`src/rtl/dl_router.sv`:
```
// -----------------------------------------------------------------------------
// dl_router
//   Routes a data_io ROM download into per-region write strobes and keeps the
//   game core in reset while a download runs and for RST_HOLD cycles after.
//
// Ports
//   clk_sys      in   system clock, rising edge
//   reset        in   synchronous active-high reset
//   ioctl_downl  in   download-active level
//   ioctl_index  in   download slot index (only DL_INDEX is accepted)
//   ioctl_wr     in   one-cycle byte-valid strobe
//   ioctl_addr   in   byte address [24:0]
//   ioctl_dout   in   byte data
//   dl_addr      out  region-local write address (registered)
//   dl_data      out  write data (registered)
//   prog_we      out  program ROM strobe, 0x0000-0x3FFF
//   chr1_we      out  char ROM 1 strobe,  0x4000-0x4FFF
//   chr2_we      out  char ROM 2 strobe,  0x5000-0x5FFF
//   prom_we      out  colour PROM strobe, 0x6000-0x61FF
//   core_reset   out  reset to the game core (high in LOAD and HOLD)
//   dl_busy      out  high while in LOAD
//   dl_bytes     out  saturating count of accepted bytes
//   dl_err       out  sticky out-of-range address flag
//   dbg_state    out  current FSM state (IDLE=0, LOAD=1, HOLD=2)
// -----------------------------------------------------------------------------
module dl_router #(
  parameter int         RST_HOLD = 16,
  parameter logic [7:0] DL_INDEX = 8'h00
) (
  input  logic        clk_sys,
  input  logic        reset,
  input  logic        ioctl_downl,
  input  logic [7:0]  ioctl_index,
  input  logic        ioctl_wr,
  input  logic [24:0] ioctl_addr,
  input  logic [7:0]  ioctl_dout,
  output logic [15:0] dl_addr,
  output logic [7:0]  dl_data,
  output logic        prog_we,
  output logic        chr1_we,
  output logic        chr2_we,
  output logic        prom_we,
  output logic        core_reset,
  output logic        dl_busy,
  output logic [16:0] dl_bytes,
  output logic        dl_err,
  output logic [1:0]  dbg_state
);

  localparam logic [1:0] IDLE = 2'd0;
  localparam logic [1:0] LOAD = 2'd1;
  localparam logic [1:0] HOLD = 2'd2;

  localparam int             CW        = (RST_HOLD > 1) ? $clog2(RST_HOLD) : 1;
  localparam logic [CW-1:0]  HOLD_INIT = CW'(RST_HOLD - 1);
  localparam logic [16:0]    BYTES_MAX = 17'h1FFFF;

  logic [1:0]    state_q, state_d;
  logic [CW-1:0] hold_q, hold_d;
  logic          downl_q;
  logic [15:0]   addr_q, addr_d;
  logic [7:0]    data_q, data_d;
  // we bit order: 0 prog, 1 chr1, 2 chr2, 3 prom
  logic [3:0]    we_q, we_d;
  logic          core_rst_q, core_rst_d;
  logic          busy_q, busy_d;
  logic [16:0]   bytes_q, bytes_d;
  logic          err_q, err_d;

  logic        idx_match;
  logic        start;
  logic        accept;
  logic [15:0] lo_addr;
  logic        out_of_range;
  logic [3:0]  region_we;
  logic [15:0] region_base;

  assign idx_match = (ioctl_index == DL_INDEX);
  // Rising edge of downl only; downl_q resets to 1 so a download already
  // running when reset releases is never mistaken for a new one.
  assign start     = ioctl_downl && !downl_q && idx_match;
  // The byte coinciding with the downl fall is dropped because downl must be 1.
  assign accept    = (state_q == LOAD) && ioctl_wr && ioctl_downl && idx_match;

  assign lo_addr      = ioctl_addr[15:0];
  assign out_of_range = (|ioctl_addr[24:16]) || (lo_addr >= 16'h6200);

  always_comb begin
    region_we   = 4'b0000;
    region_base = 16'h0000;
    if (lo_addr < 16'h4000) begin
      region_we   = 4'b0001;
      region_base = 16'h0000;
    end else if (lo_addr < 16'h5000) begin
      region_we   = 4'b0010;
      region_base = 16'h4000;
    end else if (lo_addr < 16'h6000) begin
      region_we   = 4'b0100;
      region_base = 16'h5000;
    end else begin
      region_we   = 4'b1000;
      region_base = 16'h6000;
    end
  end

  always_comb begin
    state_d = state_q;
    hold_d  = hold_q;
    addr_d  = addr_q;
    data_d  = data_q;
    we_d    = 4'b0000;
    bytes_d = bytes_q;
    err_d   = err_q;

    case (state_q)
      IDLE: begin
        if (start) begin
          state_d = LOAD;
          bytes_d = 17'd0;
          err_d   = 1'b0;
        end
      end
      LOAD: begin
        if (!ioctl_downl) begin
          state_d = HOLD;
          hold_d  = HOLD_INIT;
        end
      end
      HOLD: begin
        // A fresh download restarts LOAD without waiting out the hold count.
        if (start) begin
          state_d = LOAD;
          bytes_d = 17'd0;
          err_d   = 1'b0;
        end else if (hold_q == '0) begin
          state_d = IDLE;
        end else begin
          hold_d = hold_q - CW'(1);
        end
      end
      default: state_d = IDLE;
    endcase

    if (accept) begin
      if (bytes_q != BYTES_MAX) bytes_d = bytes_q + 17'd1;
      if (out_of_range) begin
        err_d = 1'b1;
      end else begin
        we_d   = region_we;
        addr_d = lo_addr - region_base;
        data_d = ioctl_dout;
      end
    end

    // Derived from the next state so these registered outputs track the FSM
    // on the same edge; core_reset falls RST_HOLD edges after LOAD exits.
    busy_d     = (state_d == LOAD);
    core_rst_d = (state_d != IDLE);
  end

  always_ff @(posedge clk_sys) begin
    if (reset) begin
      state_q    <= HOLD;
      hold_q     <= HOLD_INIT;
      downl_q    <= 1'b1;
      addr_q     <= 16'h0000;
      data_q     <= 8'h00;
      we_q       <= 4'b0000;
      core_rst_q <= 1'b1;
      busy_q     <= 1'b0;
      bytes_q    <= 17'd0;
      err_q      <= 1'b0;
    end else begin
      state_q    <= state_d;
      hold_q     <= hold_d;
      downl_q    <= ioctl_downl;
      addr_q     <= addr_d;
      data_q     <= data_d;
      we_q       <= we_d;
      core_rst_q <= core_rst_d;
      busy_q     <= busy_d;
      bytes_q    <= bytes_d;
      err_q      <= err_d;
    end
  end

  assign dl_addr    = addr_q;
  assign dl_data    = data_q;
  assign prog_we    = we_q[0];
  assign chr1_we    = we_q[1];
  assign chr2_we    = we_q[2];
  assign prom_we    = we_q[3];
  assign core_reset = core_rst_q;
  assign dl_busy    = busy_q;
  assign dl_bytes   = bytes_q;
  assign dl_err     = err_q;
  assign dbg_state  = state_q;

endmodule

```
`config.mk`:
```
export PLATFORM = sky130hd
export DESIGN_NAME = dl_router
export DESIGN_NICKNAME = d
export VERILOG_FILES = /design/src/rtl/dl_router.sv
export SDC_FILE = /design/constraint.sdc
export NUM_CORES = 1
export LEC_CHECK = 0
export ABC_CLOCK_PERIOD_IN_PS = 3300
export CAP_MARGIN = 30
export CORE_MARGIN = 3
export CORE_UTILIZATION = 45
export DETAILED_ROUTE_END_ITERATION = 7
export MAX_ROUTING_LAYER = met4
export PLACE_DENSITY = 0.84
export SLEW_MARGIN = 10
export SYNTH_ARGS = -nofsm -noshare
export SYNTH_HDL_FRONTEND = slang
export SYNTH_SLANG_ARGS = --single-unit
```
`constraint.sdc`:
```
create_clock -name clk_sys -period 3.3 [get_ports clk_sys]
set_input_delay 0.99 -clock clk_sys [delete_from_list [all_inputs] [get_ports clk_sys]]
set_output_delay 0.99 -clock clk_sys [all_outputs]
set_load 0.005 [all_outputs]
```
==> results of run 1 <==
==> metal layers <==
metal / share of wire (%) / global-route usage (%) / vias up
met5: 0 / - / -
met2: 49 / 33.73 / 86
met3: 7.6 / 5.315 / 11
li1: - / - / 1300
met4: 1.7 / 5.980 / 0
met1: 42 / 27.44 / 1248
==> flip-flops by register name, indices dropped and copies added, names as in the netlist <==
register	flops
we_q	4
dl_err	1
dbg_state	2
dl_busy	1
dl_addr	16
downl_q	1
core_reset	1
dl_data	8
hold_q	4
dl_bytes	17
==> cells in the final DEF (no fill, tap or decap), types with 3 or more instances in the layout <==
cell type and instances:
clkdlybuf4s50_1 94, nand2_1 66, dfxtp_1 55, mux2i_1 23, o21ai_0 14, buf_4 13, a21oi_1 11, nor2_1 10
or4_1 7, a311oi_1 7, nand3_1 6, clkbuf_8 6, inv_1 5, nand4_1 5, nor4_1 5, nor2b_1 5
a31oi_1 5, ha_1 5, and4_1 4, nand2b_1 4, nor3b_1 4, nor3_1 4, and3_1 3, o211ai_1 3
a41oi_1 3
==> through the flow <==
| stage | total power [W] | std cells |
|---|---|---|
| floorplan | 0.0007267 | 301 |
| global placement | 0.0007935 | 465 |
| detailed placement | 0.0007975 | 465 |
| CTS | 0.001264 | 473 |
| global route | 0.001299 | 473 |
| finish | 0.001255 | 473 |
==> cell families after synthesis <==
logic type / after synthesis / share of synthesized area, %
and+or+nand+nor: 137 / 27.34
AOI/OAI and AO/OA: 56 / 14.15
DFF: 55 / 42.07
muxes: 24 / 9.226
buffers and inverters: 22 / 3.728
adders and majority gates: 6 / 3.155
xor gates and xnor gates: 1 / 0.3347
==> final timing paths <==
| check | from | end | cells past startpoint |
|---|---|---|---|
| max reg2reg | dl_bytes[0] | dl_bytes[13] | 8 |
| min reg2reg | dl_addr[15] | dl_addr[15] | 2 |
| max | ioctl_index[5] | dl_bytes[13] | 5 |
| min | dl_addr[15] | dl_addr[15] | 2 |
==> worst reg2reg max path, stage by stage (launching register included) <==
cell and delay, ns:
dfxtp_1 0.35, ha_1 0.23, and2_1 0.23, nand2_1 0.09, nor2_1 0.04, ha_1 0.22, or4_4 0.62, or4_1 0.54
a21oi_1 0.15
==> final cells by class <==
| cell class | count | area [µm²] |
|---|---|---|
| clock inverters | 2 | 38.79 |
| repair buffers | 108 | 1059 |
| well taps | 72 | 90.09 |
| fillers | 454 | 1755 |
| clock buffers | 6 | 82.58 |
| flip-flops and latches | 55 | 1101 |
| multi-input cells | 224 | 1425 |
| inverters | 6 | 22.52 |
==> power by group through the flow <==
stage          logic [W]  registers, W  clock network [W]
2_1_floorplan  0.0000419      0.000685                  0
3_3_place_gp    0.000108      0.000685                  0
3_5_place_dp    0.000112      0.000686                  0
4_1_cts         0.000113      0.000670           0.000481
5_1_grt         0.000124      0.000671           0.000503
6_report        0.000113      0.000670           0.000472
==> metrics.md, run 1 <==
| Metric | Value |
|---|---|
| Status | `completed` |
| Largest net degree at the start of global routing | `55` |
| RSZ-0062 raised after global routing | `false` |
| CP startpoint kind | `primary input` |
| Synth Warn # | `0` |
| # clock sinks | `55` |
| Fin Setup TNS | `0 ns` |
| Post-CTS setup repair buffer count | `0` |
| IO Count | `95` |
| Hold buffers post-CTS | `0` |
| Initial DRT Pass Iterations | `4` |
| Drt wl/cell | `14.92 µm` |
| Vias in the first global route | `roughly 2400` |
| Residual DRC | `0` |
| Die area | `roughly 6800 µm²` |
| Combinational power share | `9.0%` |
| Worst path required time | `3.54 ns` |
| Vias | `2645` |
| Cts repair resizes | `0` |
| Slew @ Worst Pin | `~0.77 ns` |
| Crit path DAT | `3.26 ns` |
| Fin Clk Skew | `0.01152 ns` |
| Layout area overhead | `45.89%` |
| Die width | `82.27 µm` |
| Root Buffer | `clkbuf_8` |
| Starting DRC count in detailed routing | `196` |
| DP HPWL | `about 5.3 mm` |
| Yosys cell types | `47` |
| Crit-path max cell delay | `just over 0.6 ns` |
| Fin. Hold Viols | `0` |
| Slew Limit Fails | `0` |
| Static Leakage | `1.308 nW` |
| VDD IR-drop max | `175.4 µV` |
| Cell taking the most area after synthesis | `dfxtp_1` |
| Flop2flop setup slack | `0.77 ns` |
| Clk pwr share | `37.6%` |
| Post-route worst setup slack | `about 0.28 ns` |
| Sequential area share after synthesis | `42.07%` |
| Crit-path most repeated cell | `or4_4` |
| Routed wire length | `7.055 mm` |
| ANT nets after route | `0` |
| Mapped Cells | `301` |
| Critical Path End Type | `flop` |
| Synth Flop Type | `dfxtp_1` |
| Worst hold slack | `~0.46 ns` |
| First-pass GRT wire length | `11.18 mm` |
| Initial cell density of the core | `46.96%` |
| Placed Area | `between 3000 and 4000 µm²` |
| Core box area | `5574 µm²` |
| Top cells by area, synth | `dfxtp_1 42%, nand2_1 9.5%, mux2i_1 8.8%` |
| Largest fanout on the critical path | `12` |
| Sw Share | `21.60%` |
| PD cells | `roughly 330 nW/µm²` |
| Post-layout nets | `roughly 450` |
| CTS tree | `yes` |
| Min cycle time layout | `3.016 ns` |
| Antenna violations before repair | `0` |
| Aggregate global-route resource usage | `a little over a fifth` |
| FMAX | `around 0.33 GHz` |
| Mean Syn Cell Area | `8.696 µm²` |
| Worst setup path class | `primary input to flop` |
| Share of cells above drive strength 1 | `around 7.2%` |
| Endpoints failing setup | `0` |
| Antenna Cells | `0` |
| Most common cell in the netlist | `nand2_1` |
| Mapped cell area | `2618 µm²` |
| Top cell type's share of synthesized area | `42.07%` |
| IO buf count | `94` |
| EDFF count, synth | `0` |
| Sequential Power Share | `53.4%` |
| Seq cells post-synth | `55` |
| Design area | `3819 µm²` |
| Vert. Die Dim | `82.27 µm` |
| Vias per inst | `5.592` |
| Worst path slowest cell | `or4_4` |
| Max_cap viols | `0` |
| CTS H-tree lvls | `2` |
| CP Buf/Inv Count | `1` |
| Cts bufs inserted | `5` |
| CP delay by family, top | `simple AND/OR/NAND/NOR gates` |
| Fin util | `about two thirds` |
| Sw Pwr | `0.0002711 W` |
| Final period utilization | `91.40%` |
| Worst-Skew Late Latency | `0.31 ns` |
| Asr flop ratio synth | `0%` |
| Clk pin slew, worst setup/hold paths | `0.10 ns` |
| Top cells by count, synth | `66 x nand2_1, 55 x dfxtp_1, 23 x mux2i_1, 14 x o21ai_0, 13 x clkbuf_1` |
| Routability congestion estimate | `0.8816` |
| Mapped Nets | `roughly 350` |
| Cell row count | `27` |
| Setup WS pre-CTS | `-0.01187 ns` |
| Worst-case clock buffer depth | `2` |
| Crit path cell chain | `clkdlybuf4s50_1 > or4_4 > or4_4 > or4_1 > a21oi_1` |
| Worst hold path type | `flop to flop` |
| Max_slew headroom | `48.92%` |
| Grt ovf | `0` |
| Internal Pwr Total | `0.0009838 W` |
Note: power is estimated with default switching activity, not from simulation.
==> run 2, diff against run 1 <==
- ABC_CLOCK_PERIOD_IN_PS: 3300 -> 2600
- CORE_UTILIZATION: 45 -> 40
- PLACE_DENSITY: 0.84 -> 0.79
- clock period: 3.3 -> 2.6 ns (I/O delays scaled with it)
==> run 2 against run 1 <==
Net effect: via count increased by 4.0%; critical path type unchanged; utilization shrank 2.4 points; register-to-register slack got worse by 0.64 ns; largest cell class unchanged; flip-flop and latch count unchanged; power rose by 25%; clock power rose by 18%; clock skew fell by 0.0086 ns.
==> metrics.md, run 2 (synthesis results as in run 1) <==
| Metric | Value |
|---|---|
| Status | `completed` |
| CP startpoint kind | `primary input` |
| Sw Pwr | `0.0003440 W (+27%)` |
| Fin. Hold Viols | `0 (unchanged)` |
| Worst path required time | `2.84 ns (-0.70 ns)` |
| Post-route worst setup slack | `0.03770 ns (-0.2460 ns)` |
| Cts bufs inserted | `5 (unchanged)` |
| Vias per inst | `5.493 (-1.8%)` |
| IO buf count | `94 (unchanged)` |
| Die area | `7551 µm² (+12%)` |
| # clock sinks | `55 (unchanged)` |
| Endpoints failing setup | `0 (unchanged)` |
| Combinational power share | `10.0% (+1.0 points)` |
| Max_slew headroom | `67.69% (+19 points)` |
| Vert. Die Dim | `86.90 µm (+5.6%)` |
| FMAX | `0.3903 GHz` |
| Starting DRC count in detailed routing | `166 (-15%)` |
| Cell row count | `28 (+3.7%)` |
| Core box area | `6131 µm² (+10%)` |
| Non-Filler Instances | `501 (+5.9%)` |
| Setup WS pre-CTS | `-0.5130 ns (-0.5011 ns)` |
| PD cells | `386.2 nW/µm² (+18%)` |
| Worst-Skew Late Latency | `0.30 ns (about the same)` |
| Aggregate global-route resource usage | `21.32% (-0.16 points)` |
| Share of cells above drive strength 1 | `14.32% (+7.1 points)` |
| Largest fanout on the critical path | `6 (-6)` |
| Routability congestion estimate | `0.8342 (-5.4%)` |
| Fin Clk Skew | `0.002917 ns (-0.008602 ns)` |
| Largest register FFs | `17 (unchanged)` |
| Placed Area | `3882 µm² (+5.0%)` |
| Root Buffer | `clkbuf_8` |
| Leading cell type in the layout, fill and taps excluded | `clkdlybuf4s50_1` |
| CTS H-tree lvls | `2 (unchanged)` |
| Reg2Reg Depth | `8 (unchanged)` |
| Static Leakage | `1.447 nW (+11%)` |
| Slew @ Worst Pin | `0.4802 ns (-0.2850 ns)` |
| VDD IR-drop max | `248.6 µV (+42%)` |
| Area of the multi-input gates | `1476 µm² (+3.6%)` |
| Residual DRC | `0 (unchanged)` |
| Layout area overhead | `54.83%` |
| Internal Pwr Total | `0.001221 W (+24%)` |
| RR Endpoint | `dl_bytes[12]` |
| Hold path cells | `2 (unchanged)` |
| Worst hold slack | `0.4616 ns (-0.0004200 ns)` |
| Drt wl/cell | `15.28 µm (+2.4%)` |
| Register area | `1101 µm² (unchanged)` |
| Fin util | `66.10% (-2.4 points)` |
| Hold path start | `dl_data[2]` |
| Routed wire length | `7.653 mm (+8.5%)` |
| Sw Share | `21.97% (+0.37 points)` |
| Min cycle time layout | `roughly 2.6 ns` |
| IO Count | `95 (unchanged)` |
| Slew Limit Fails | `0 (unchanged)` |
| Final period utilization | `98.55%` |
| Sequential Power Share | `54.4% (+1.0 points)` |
| Initial cell density of the core | `42.69% (-4.3 points)` |
| Flop2flop setup slack | `0.13 ns (-0.64 ns)` |
| Hold buffers post-CTS | `0 (unchanged)` |
| Vias in the first global route | `2637 (+8.0%)` |
| Placed Cells incl. Taps | `490 (+5.4%)` |
| Worst setup path class | `primary input to flop` |
| First-pass GRT wire length | `12.57 mm (+12%)` |
| Die width | `86.90 µm (+5.6%)` |
| Fill cells | `495 (+9.0%)` |
| Clk pin slew, worst setup/hold paths | `0.10 ns (about the same)` |
| CTS tree | `yes` |
| DP HPWL | `5.722 mm (+8.8%)` |
| Clk pwr share | `35.7% (-1.9 points)` |
| Grt ovf | `0 (unchanged)` |
| ANT nets after route | `0 (unchanged)` |
| Worst hold path type | `flop to flop` |
| Worst-case clock buffer depth | `2 (unchanged)` |
| Max_cap viols | `0 (unchanged)` |
| Most frequent cells in the layout | `86 x clkdlybuf4s50_1, 66 x nand2_1, 55 x dfxtp_1, 35 x buf_4, 23 x mux2i_1` |
| Largest net degree at the start of global routing | `49 (-11%)` |
| Critical R2R Launch | `dl_bytes[0]` |
| Critical Path End Type | `flop` |
| Antenna violations before repair | `0 (unchanged)` |
| Initial DRT Pass Iterations | `4 (unchanged)` |
| Vias | `2752 (+4.0%)` |
| Design area | `4053 µm² (+6.1%)` |
| Antenna Cells | `0 (unchanged)` |
| Post-layout nets | `477 (+5.8%)` |
| Hold endpoint | `dl_data[2]` |
| Crit path DAT | `2.80 ns (-0.46 ns)` |
[run 2: per-layer routing]
metal	vias to the layer above	wire length, µm	global-route usage (%)
met3	10	496	3.784
met5	-	0	-
met4	0	108	5.666
met2	92	3710	32.57
met1	1295	3339	29.12
li1	1355	-	-
[run 2: worst max path at each step]
stage	to	start	depth (start not counted)	slack, ns
after floorplan	dl_bytes[15]	ioctl_index[1]	5	-0.02
after global placement	dl_bytes[12]	ioctl_index[1]	5	-0.45
after detailed placement	dl_bytes[12]	ioctl_index[1]	5	-0.51
after CTS	dl_bytes[12]	ioctl_index[6]	5	0.03
after global routing	dl_bytes[3]	ioctl_index[7]	6	-0.001
final	dl_bytes[12]	ioctl_index[7]	5	0.04
[run 2: worst max-delay path, stage by stage]
cell,delay (ns)
dlygate4sd2_1,0.24
or4_4,0.49
or4_4,0.58
or4_4,0.51
a31oi_4,0.18
[run 2: layout make-up]
class	count	share of cell area, %
Timing Repair Buffer	133	30.90
Multi-Input combinational cell	225	36.43
Clock buffer	5	1.698
Inverter	6	0.5557
Tap cell	75	2.316
Clock inverter	2	0.9262
Sequential cell	55	27.17
[run 2: power groups by stage]
stage                     clock network [W]  logic (W)  registers [W]
final                              0.000558   0.000156       0.000851
after global routing               0.000605   0.000172       0.000852
after CTS                          0.000576   0.000153       0.000851
after detailed placement                  0   0.000155       0.000870
after global placement                    0   0.000152       0.000870
after floorplan                           0  0.0000535       0.000869
[run 2: per-stage QoR]
step                total power [W]    TNS, ns
detailed placement         0.001025     -11.13
floorplan                 0.0009227   -0.03123
global route               0.001629  -0.001393
finish                     0.001565          0
global placement           0.001022     -9.414
CTS                        0.001580          0
[run 2: repair_timing]
item | 4_1_cts | 5_1_grt
endpoints found under the hold margin | 0 | 0
gates resized for setup | 9 | 15
setup endpoints to repair | 8 | 9
pin swaps | 5 | 8
buffers inserted | 2 | 1
cloned | 1 | 0
==> run 3, diff against run 2 <==
- PLACE_DENSITY: 0.79 -> 0.76
==> run 3 against run 2 <==
Net effect: clock power down 2%; sequential share of layout area decreased by 0.050 points; first-iteration DRC count increased by 6.0%; sequential power about the same; setup slack lost 0.019 ns; power down 1.1%; register-to-register slack worse by 0.03 ns; clock-buffer cell count increased by 1; global-route usage down 0.12 points; final area increased by 0.19%; final cell count is 0.20% higher; critical endpoint is now dl_bytes[14]; highest routed layer unchanged.
==> metrics.md, run 3 (synthesis results as in run 1) <==
| Metric | Value |
|---|---|
| Largest net degree at the start of global routing | `29 (-41%)` |
| Fin Clk Skew | `0.01720 ns (+0.01428 ns)` |
| Sw Share | `21.25% (-0.73 points)` |
| Worst hold path type | `flop to flop` |
| Leading cell type in the layout, fill and taps excluded | `clkdlybuf4s50_1` |
| Residual DRC | `0 (unchanged)` |
| Max_slew headroom | `69.22% (+1.5 points)` |
| Slew Limit Fails | `0 (unchanged)` |
| Drt wl/cell | `15.49 µm (+1.4%)` |
| Routability congestion estimate | `0.8323 (-0.23%)` |
| FMAX | `0.3874 GHz (-0.74%)` |
| Crit path cell chain | `dlygate4sd2_1 > or4_4 > or4_4 > or4_1 > a31oi_1` |
| CTS H-tree lvls | `2 (unchanged)` |
| Post-layout nets | `478 (+0.21%)` |
| Die area | `7551 µm² (unchanged)` |
| CTS tree | `yes` |
| Vias | `2766 (+0.51%)` |
| IO buf count | `94 (unchanged)` |
| Placed Area | `3892 µm² (+0.26%)` |
| Core box area | `6131 µm² (unchanged)` |
| Design area | `4060 µm² (+0.19%)` |
| Most frequent cells in the layout | `86 x clkdlybuf4s50_1, 66 x nand2_1, 55 x dfxtp_1, 35 x buf_4, 23 x mux2i_1` |
| Slew @ Worst Pin | `0.4610 ns (-0.01920 ns)` |
| VDD IR-drop max | `255.7 µV (+2.8%)` |
| Routed wire length | `7.776 mm (+1.6%)` |
| Crit-path max cell delay | `0.58 ns (about the same)` |
| Initial DRT Pass Iterations | `4 (unchanged)` |
| Antenna Cells | `0 (unchanged)` |
| Die width | `86.90 µm (unchanged)` |
| Fin. Hold Viols | `0 (unchanged)` |
| Fin Setup TNS | `0 ns (unchanged)` |
| Crit path from | `ioctl_index[6]` |
| Cell row count | `28 (unchanged)` |
| Initial cell density of the core | `42.69% (unchanged)` |
| Critical R2R Launch | `dl_bytes[0]` |
| Worst setup path class | `primary input to flop` |
| Internal Pwr Total | `0.001220 W (-0.14%)` |
| Status | `completed` |
| Static Leakage | `1.458 nW (+0.74%)` |
| Hold path start | `dl_addr[10]` |
| Largest register FFs | `17 (unchanged)` |
| Root Buffer | `clkbuf_8` |
| Sw Pwr | `0.0003290 W (-4.3%)` |
| Sequential Power Share | `54.9% (+0.5 points)` |
| Clk pin slew, worst setup/hold paths | `0.10 ns (about the same)` |
| Fill cells | `528 (+6.7%)` |
| Aggregate global-route resource usage | `21.20% (-0.12 points)` |
| PD cells | `381.4 nW/µm² (-1.2%)` |
| DP HPWL | `5.624 mm (-1.7%)` |
| Clk pwr share | `35.3% (-0.4 points)` |
| Worst path required time | `2.84 ns (about the same)` |
| First-pass GRT wire length | `12.52 mm (-0.38%)` |
| Layout area overhead | `55.11%` |
| Share of cells above drive strength 1 | `13.11% (-1.2 points)` |
| Vert. Die Dim | `86.90 µm (unchanged)` |
| Endpoints failing setup | `0 (unchanged)` |
| Worst-Skew Late Latency | `0.31 ns (about the same)` |
| Vias per inst | `5.510 (+0.31%)` |
| Crit path DAT | `2.83 ns (+0.03 ns)` |
| Worst-case clock buffer depth | `2 (unchanged)` |
| Cts bufs inserted | `5 (unchanged)` |
| Crit-path most repeated cell | `or4_4` |
| Max_cap viols | `0 (unchanged)` |
| # clock sinks | `55 (unchanged)` |
| Antenna violations before repair | `0 (unchanged)` |
| Vias in the first global route | `2636 (-0.038%)` |
| Worst path slowest cell | `or4_4` |
| Hold buffers post-CTS | `0 (unchanged)` |
| Grt ovf | `0 (unchanged)` |
| Starting DRC count in detailed routing | `176 (+6.0%)` |
| Combinational power share | `9.8% (-0.2 points)` |
| Final period utilization | `99.29% (+0.74 points)` |
| Critical Path End Type | `flop` |
| ANT nets after route | `0 (unchanged)` |
| Min cycle time layout | `2.582 ns (+0.01921 ns)` |
| Largest fanout on the critical path | `6 (unchanged)` |
| IO Count | `95 (unchanged)` |
| CP startpoint kind | `primary input` |
## run 3: cell types whose count changed in the layout (fill, tap and decap cells not counted), moves of 2 or more
cell and delta:
dlygate4sd2_1 +5, clkdlybuf4s15_1 -3, buf_12 +2, clkbuf_2 -2
## run 3: cell type report
class	instances	area (µm²)	area share (%)
clock buffers	6	72.57	1.787
flip-flops and latches	55	1101	27.12
repair buffers	134	1285	31.65
inverters	6	22.52	0.5547
clock inverters	1	30.03	0.7396
well taps	75	93.84	2.311
multi-input cells	225	1455	35.84
## run 3: metrics by stage
step | std cells | total power (W) | hold WS (ns) | utilization [%] | setup slack (ns)
detailed placement | 488 | 0.001023 | 0.4452 | 63.49 | -0.4914
CTS | 500 | 0.001559 | 0.4627 | 65.73 | 0.02012
finish | 502 | 0.001549 | 0.4620 | 66.22 | 0.01849
floorplan | 301 | 0.0009227 | 0.4511 | - | -0.01984
global route | 502 | 0.001615 | 0.4869 | 66.22 | -0.003559
global placement | 488 | 0.001019 | 0.4417 | 63.49 | -0.4475
## run 3: worst paths after layout
check	to	slack, ns	cells past startpoint
hold / removal	dl_addr[10]	0.46	2
setup reg to reg	dl_bytes[14]	0.10	8
hold reg to reg	dl_addr[10]	0.46	2
setup / recovery	dl_bytes[14]	0.02	5
## run 3: timing repair
| item | CTS | global route |
|---|---|---|
| cloned | 1 | 2 |
| resized for setup | 10 | 10 |
| setup buffers | 4 | 0 |
| endpoints found under the setup margin | 9 | 5 |
| pin swaps | 6 | 5 |
| endpoints found under the hold margin | 0 | 0 |
## run 3: power by group through the flow
stage | registers [W] | logic [W] | clock network [W]
floorplan | 0.000869 | 0.0000535 | 0
global placement | 0.000870 | 0.000149 | 0
detailed placement | 0.000870 | 0.000153 | 0
CTS | 0.000850 | 0.000151 | 0.000558
global route | 0.000852 | 0.000169 | 0.000595
finish | 0.000850 | 0.000152 | 0.000546
## run 3: layer usage
metal / vias up / track usage (%) / wire length [µm]
met3: 18 / 4.920 / 532
met4: 0 / 6.799 / 188
met2: 110 / 32.44 / 3817
met1: 1284 / 27.72 / 3238
met5: - / - / 0
li1: 1354 / - / -
## run 3: worst max-delay path: cells and delay by family
kind / cells / cell delay [ns]
buffers and inverters: 1 / 0.24
AND/OR/NAND/NOR: 3 / 1.64
AO/OA/AOI/OAI: 1 / 0.16
